## src/rtl/bus_dev_port.sv

```systemverilog
// bus_dev_port: per-device port between one bus device and the bus arbiter.
//   TX queue: the device writes packets (tx_wr/tx_data). The arbiter sees
//   pndng/D_pop and drains the queue with pop.
//   RX queue: bus packets (push/D_push) addressed to dev_id or to broadcast
//   are buffered for the device (rx_rd/rx_data/rx_valid).
// Ports:
//   clk, reset (async, active low)
//   tx_wr, tx_data, tx_full            device-side TX
//   pndng, D_pop, pop                  arbiter-side TX
//   push, D_push                       bus-side RX
//   rx_rd, rx_data, rx_valid, rx_full  device-side RX
//   drop_cnt                           saturating count of lost packets

// bus_dev_port_fifo: circular FIFO with a registered show-ahead head.
// Ports: clk, reset, wr/wr_data (write), rd (consume head), head,
//        not_empty, full (registered flags), drop (write refused this cycle).
module bus_dev_port_fifo #(
  parameter int width = 16,
  parameter int depth = 8
) (
  input  logic             clk,
  input  logic             reset,
  input  logic             wr,
  input  logic [width-1:0] wr_data,
  input  logic             rd,
  output logic [width-1:0] head,
  output logic             not_empty,
  output logic             full,
  output logic             drop
);
  localparam int AW = (depth > 1) ? $clog2(depth) : 1;
  localparam int CW = AW + 1;

  logic [width-1:0] mem [depth];
  logic [AW-1:0]    wr_ptr, rd_ptr, rd_ptr_inc;
  logic [CW-1:0]    cnt, cnt_next;
  logic             wr_en, rd_en;
  logic [width-1:0] head_next;

  always_comb begin
    rd_en      = rd && (cnt != '0);
    // A full FIFO still takes a write when the head leaves in the same cycle.
    wr_en      = wr && ((cnt != CW'(depth)) || rd_en);
    drop       = wr && !wr_en;
    rd_ptr_inc = rd_ptr + AW'(1);

    cnt_next = cnt;
    if (wr_en && !rd_en)      cnt_next = cnt + CW'(1);
    else if (!wr_en && rd_en) cnt_next = cnt - CW'(1);

    // The head register is loaded ahead of time so D_pop/rx_data never
    // depend combinationally on pop/rx_rd. When the only entry leaves while
    // a new one arrives, the incoming word becomes the head directly.
    head_next = head;
    if (cnt_next == '0)  head_next = '0;
    else if (rd_en)      head_next = (cnt == CW'(1)) ? wr_data : mem[rd_ptr_inc];
    else if (cnt == '0)  head_next = wr_data;
  end

  always_ff @(posedge clk or negedge reset) begin
    if (!reset) begin
      wr_ptr    <= '0;
      rd_ptr    <= '0;
      cnt       <= '0;
      head      <= '0;
      not_empty <= 1'b0;
      full      <= 1'b0;
    end else begin
      if (wr_en) wr_ptr <= wr_ptr + AW'(1);
      if (rd_en) rd_ptr <= rd_ptr_inc;
      cnt       <= cnt_next;
      head      <= head_next;
      not_empty <= (cnt_next != '0);
      full      <= (cnt_next == CW'(depth));
    end
  end

  // Storage needs no reset; only entries between the pointers are ever read.
  always_ff @(posedge clk) begin
    if (wr_en) mem[wr_ptr] <= wr_data;
  end
endmodule

module bus_dev_port #(
  parameter int         pckg_sz   = 16,
  parameter int         depth     = 8,
  parameter logic [7:0] dev_id    = 8'h00,
  parameter logic [7:0] broadcast = 8'hFF
) (
  input  logic               clk,
  input  logic               reset,
  input  logic               tx_wr,
  input  logic [pckg_sz-1:0] tx_data,
  output logic               tx_full,
  output logic               pndng,
  output logic [pckg_sz-1:0] D_pop,
  input  logic               pop,
  input  logic               push,
  input  logic [pckg_sz-1:0] D_push,
  input  logic               rx_rd,
  output logic [pckg_sz-1:0] rx_data,
  output logic               rx_valid,
  output logic               rx_full,
  output logic [7:0]         drop_cnt
);
  logic       tx_drop, rx_drop, rx_match, rx_wr;
  logic [8:0] drop_sum;

  bus_dev_port_fifo #(.width(pckg_sz), .depth(depth)) u_tx (
    .clk       (clk),
    .reset     (reset),
    .wr        (tx_wr),
    .wr_data   (tx_data),
    .rd        (pop),
    .head      (D_pop),
    .not_empty (pndng),
    .full      (tx_full),
    .drop      (tx_drop)
  );

  // Packets for other devices are ignored outright and never count as drops.
  assign rx_match = (D_push[pckg_sz-1 -: 8] == dev_id) ||
                    (D_push[pckg_sz-1 -: 8] == broadcast);
  assign rx_wr    = push && rx_match;

  bus_dev_port_fifo #(.width(pckg_sz), .depth(depth)) u_rx (
    .clk       (clk),
    .reset     (reset),
    .wr        (rx_wr),
    .wr_data   (D_push),
    .rd        (rx_rd),
    .head      (rx_data),
    .not_empty (rx_valid),
    .full      (rx_full),
    .drop      (rx_drop)
  );

  assign drop_sum = {1'b0, drop_cnt} + 9'(tx_drop) + 9'(rx_drop);

  always_ff @(posedge clk or negedge reset) begin
    if (!reset) drop_cnt <= '0;
    else        drop_cnt <= (drop_sum > 9'd255) ? 8'hFF : drop_sum[7:0];
  end
endmodule

```

## config.mk

```make
export PLATFORM = sky130hd
export DESIGN_NAME = bus_dev_port
export DESIGN_NICKNAME = d
export VERILOG_FILES = /design/src/rtl/bus_dev_port.sv
export SDC_FILE = /design/constraint.sdc
export NUM_CORES = 1
export LEC_CHECK = 0
export ABC_AREA = 1
export ABC_CLOCK_PERIOD_IN_PS = 8400
export CORE_MARGIN = 2
export CORE_UTILIZATION = 42
export CTS_CLUSTER_DIAMETER = 40
export DETAILED_ROUTE_END_ITERATION = 12
export PLACE_DENSITY_LB_ADDON = 0.08
export SYNTH_ARGS = -nofsm -noshare
export SYNTH_HDL_FRONTEND = slang
export SYNTH_SLANG_ARGS = --single-unit
```

## constraint.sdc

```tcl
create_clock -name clk -period 8.4 [get_ports clk]
set_input_delay 1.68 -clock clk [delete_from_list [all_inputs] [get_ports clk]]
set_output_delay 1.68 -clock clk [all_outputs]
set_load 0.005 [all_outputs]
```

==> flow_summary.yaml <==
detailed_routing:
  drt_iter0_drc: 741
  wl_per_cell_um: 20.5
  drtPass1Iterations: 5
  viasPerCell: 5.46
  postRouteAntennaNets: 0
  wirelength_um: 33400
  drc: 0
  route.vias.total: 8896
placement:
  io_buffers: 81
  hpwl_um: 18800
  gp_congestion: 0.751
die:
  dieArea_mm2: 0.0335
  die_w_um: 183
  placement_rows: 65
  pin_count: 82
  core_area_mm2: 0.0316
  fp.dieH_um: 183
  start_util_pct: 42.7
timing:
  final_hold_viol_count: 0
  tightest_slew_ns: 1.20
  fin_hold_ws_ns: 0.484
  fin_crit_ns: 4.12
  slew_viol_final: 0
  timing.fmax_mhz: 243
  skew_ns: 0.0261
  relSlewSlack_pct: 19.8
  min_period_over_period_pct: 49.1
  rsz0062_at_grt: "no"
  setup_violations: 0
  setup_tns_ns: 0
clock_tree:
  clkLatencyLatePin_ns: 0.54
  htreeDepth: 2
  postCtsSetupRepairBufs: 0
  cts_buffers: 48
  root_buffer: "clkbuf_16"
  clock-sinks: 320
  clockBufferDepth: 3
  hold_buffers: 0
  path_clk_slew_ns: 0.05
  cts_tree: "yes"
  cts_resized: 0
yosys:
  synth_fa_ha_area_share_pct: 1.17
  synth.area.mux_share_pct: 0
  synth-xor-area-share_pct: 1.42
  synthSimpleGateAreaFrac_pct: 12.6
  synth_top_family_by_area: "compound AO/OA/AOI/OAI gates"
  synth_top_area_share_pct: 57.1
  syn_avg_cell_area_um2: 12.3
  yosys_warnings: 0
  synth_compound_area_share_pct: 12.7
  yosysUniqueCellTypes: 46
  synth_cells: 1099
  netlist_area_mm2: 0.0135
  ys_seq_elements: 320
  syn-num-nets: 1149
  yosysSeqAreaShare_pct: 69.0
  ys_top_cells_by_area: "edfxtp_1 (57%), dfrtp_1 (12%), nor2_1 (5.2%)"
  yosysTopAreaCell: "edfxtp_1"
power:
  p_seq_share_pct: 32.0
  cellPowerDensity_mw_per_mm2: 391
  peakVddDrop_v: 0.000217
  p_int_w: 0.00405
  pwr-share-comb_pct: 35.5
  swShare_pct: 36.8
  p_sw_w: 0.00236
  leakage_nw: 5.82
  clkPwrFrac_pct: 32.5
grt:
  track_usage_pct: 20.1
  grt_pass1_vias: 8675
  overflow: 0
  antenna_found_initial: 0
  grt_max_degree: 67
  grt_pass1_wl_um: 51800
final_layout:
  n_antenna_cell: 0
  drive_gt1_share_pct: 15.1
  nets: 1239
  fill_cells: 2736
  seqCellArea_mm2: 0.00929
  areaGrowthSynthToFinish_pct: 21.8
  utilization_pct: 52.0
  multi_input_area_mm2: 0.00382
setup_path:
  cp-start-kind: "input pin"
  path_class: "input pin to flop"
  r2r_end: "u_tx.head[8]"
  crit_fanout: 11
  crit_top_cell: "nand2_1"
  rr_worst_depth: 10
  path_cells: "clkdlybuf4s50_1 -> nor2_1 -> nand2_1 -> o21ai_4 -> nand3_4 -> inv_1 -> nand2_1 -> nor3_2 -> buf_4"
  worst_path_max_delay_cell: "nor3_2"
  r2r_start: "u_tx.rd_ptr[0]"
  cp.required_ns: 8.63
  endpoint_kind: "flop"
  rrSetupSlack_ns: 4.93
  crit_start: "D_push[13]"
  critPathArrivalTime_ns: 4.35
  cp_slowest_stage_delay_ns: 0.70
min_path:
  hp-start: "u_rx.rd_ptr[1]"
  hold_path_class: "flop to flop"
  holdPathStages: 2
  min_to: "u_rx.rd_ptr[1]"
outcome:
  outcome: "completed"
flow_run:
  cap_violations: 0
## placed cells by master (no fill, tap or decap), types with 7 or more instances in the layout
master	synthesis	layout
a21oi_1	40	40
a21oi_2	9	9
buf_4	2	18
bufinv_16	0	8
clkbuf_16	0	49
clkdlybuf4s50_1	0	80
clkinv_4	0	9
clkinvlp_4	0	9
dfrtp_1	64	63
edfxtp_1	256	256
ha_1	11	10
inv_1	24	23
inv_2	10	11
inv_6	0	7
nand2_1	89	89
nand3_1	47	47
nor2_1	185	177
nor2_2	11	19
nor3_2	1	9
o211ai_1	32	32
o21ai_0	137	137
o21ai_1	13	13
o221ai_1	32	32
o31ai_1	16	16
xor2_1	14	14
## cells in the mapped netlist, drive strengths merged
cell	n
nand4	3
nand2	99
nand3b	2
clkinv	3
o221ai	32
edfxtp	256
nor3	10
buf	26
clkbuf	32
inv	35
fa	1
nand3	53
and3b	1
xor2	16
ha	11
o211ai	32
o31ai	16
xnor2	2
dfrtp	64
a21oi	49
nor2	200
or2	2
o21ai	154
## flip-flops by register name (all words and copies together), names as in the netlist
signal / cells
u_tx.not_empty: 1
u_rx.full: 1
u_tx.mem: 128
u_rx.not_empty: 1
u_tx.full: 1
u_rx.head: 16
u_tx.wr_ptr: 3
u_rx.rd_ptr: 3
u_rx.cnt: 4
u_tx.cnt: 4
drop_cnt: 8
u_rx.wr_ptr: 3
u_rx.mem: 128
u_tx.head: 16
u_tx.rd_ptr: 3
## routing by layer
| metal | track usage (%) | vias to the layer above | wire [µm] |
|---|---|---|---|
| li1 | - | 4192 | - |
| met1 | 30.8 | 4377 | 16100 |
| met2 | 29.7 | 275 | 14500 |
| met3 | 3.71 | 52 | 2210 |
| met4 | 4.90 | 0 | 602 |
| met5 | 0 | - | 0 |
## critical path: cells and delay by family
| kind | cells | cell delay (ns) |
|---|---|---|
| AND/OR/NAND/NOR | 5 | 1.30 |
| buffers and inverters | 3 | 1.09 |
| AO/OA/AOI/OAI | 1 | 0.27 |
## logic make-up (layout without fill, tap and decap cells)
logic type / Yosys count / after routing
flip-flops: 320 / 320
XOR/XNOR: 18 / 18
AND/OR/NAND/NOR: 370 / 370
adder cells (fa/ha/maj): 12 / 12
buffers and inverters: 96 / 224
AO/OA/AOI/OAI: 283 / 283
## how the worst max path moves through the flow
stage	end	slack, ns	depth (start not counted)
floorplan	u_rx.mem[2][0]	4.33	6
global placement	u_rx.mem[1][1]	3.78	10
detailed placement	u_rx.mem[1][4]	3.74	9
CTS	u_rx.mem[1][4]	4.31	9
global route	u_rx.mem[1][3]	4.10	9
finish	u_rx.mem[1][4]	4.28	9
## final cells by class
type / instances / area share [%]
clock inverter: 36 / 2.81
multi-input combinational: 683 / 23.3
timing repair buffer: 98 / 5.71
clock buffer: 52 / 7.60
sequential: 320 / 56.6
tap: 402 / 3.07
inverter: 38 / 0.885
## power groups by stage
| stage | sequential [W] | clock, W | combinational [W] |
|---|---|---|---|
| 2_1_floorplan | 0.00207 | 0 | 0.00151 |
| 3_3_place_gp | 0.00208 | 0 | 0.00228 |
| 3_5_place_dp | 0.00208 | 0 | 0.00229 |
| 4_1_cts | 0.00205 | 0.00213 | 0.00230 |
| 5_1_grt | 0.00208 | 0.00220 | 0.00254 |
| 6_report | 0.00205 | 0.00209 | 0.00228 |
## metrics by stage
stage | cells | cell area, µm² | power, W | setup slack, ns
CTS | 1629 | 16400 | 0.00648 | 4.31
floorplan | 1099 | 13500 | 0.00358 | 4.33
global route | 1629 | 16400 | 0.00681 | 4.10
global placement | 1541 | 14700 | 0.00436 | 3.78
finish | 1629 | 16400 | 0.00641 | 4.28
detailed placement | 1541 | 14700 | 0.00437 | 3.74
(Power assumes the default switching activity.)
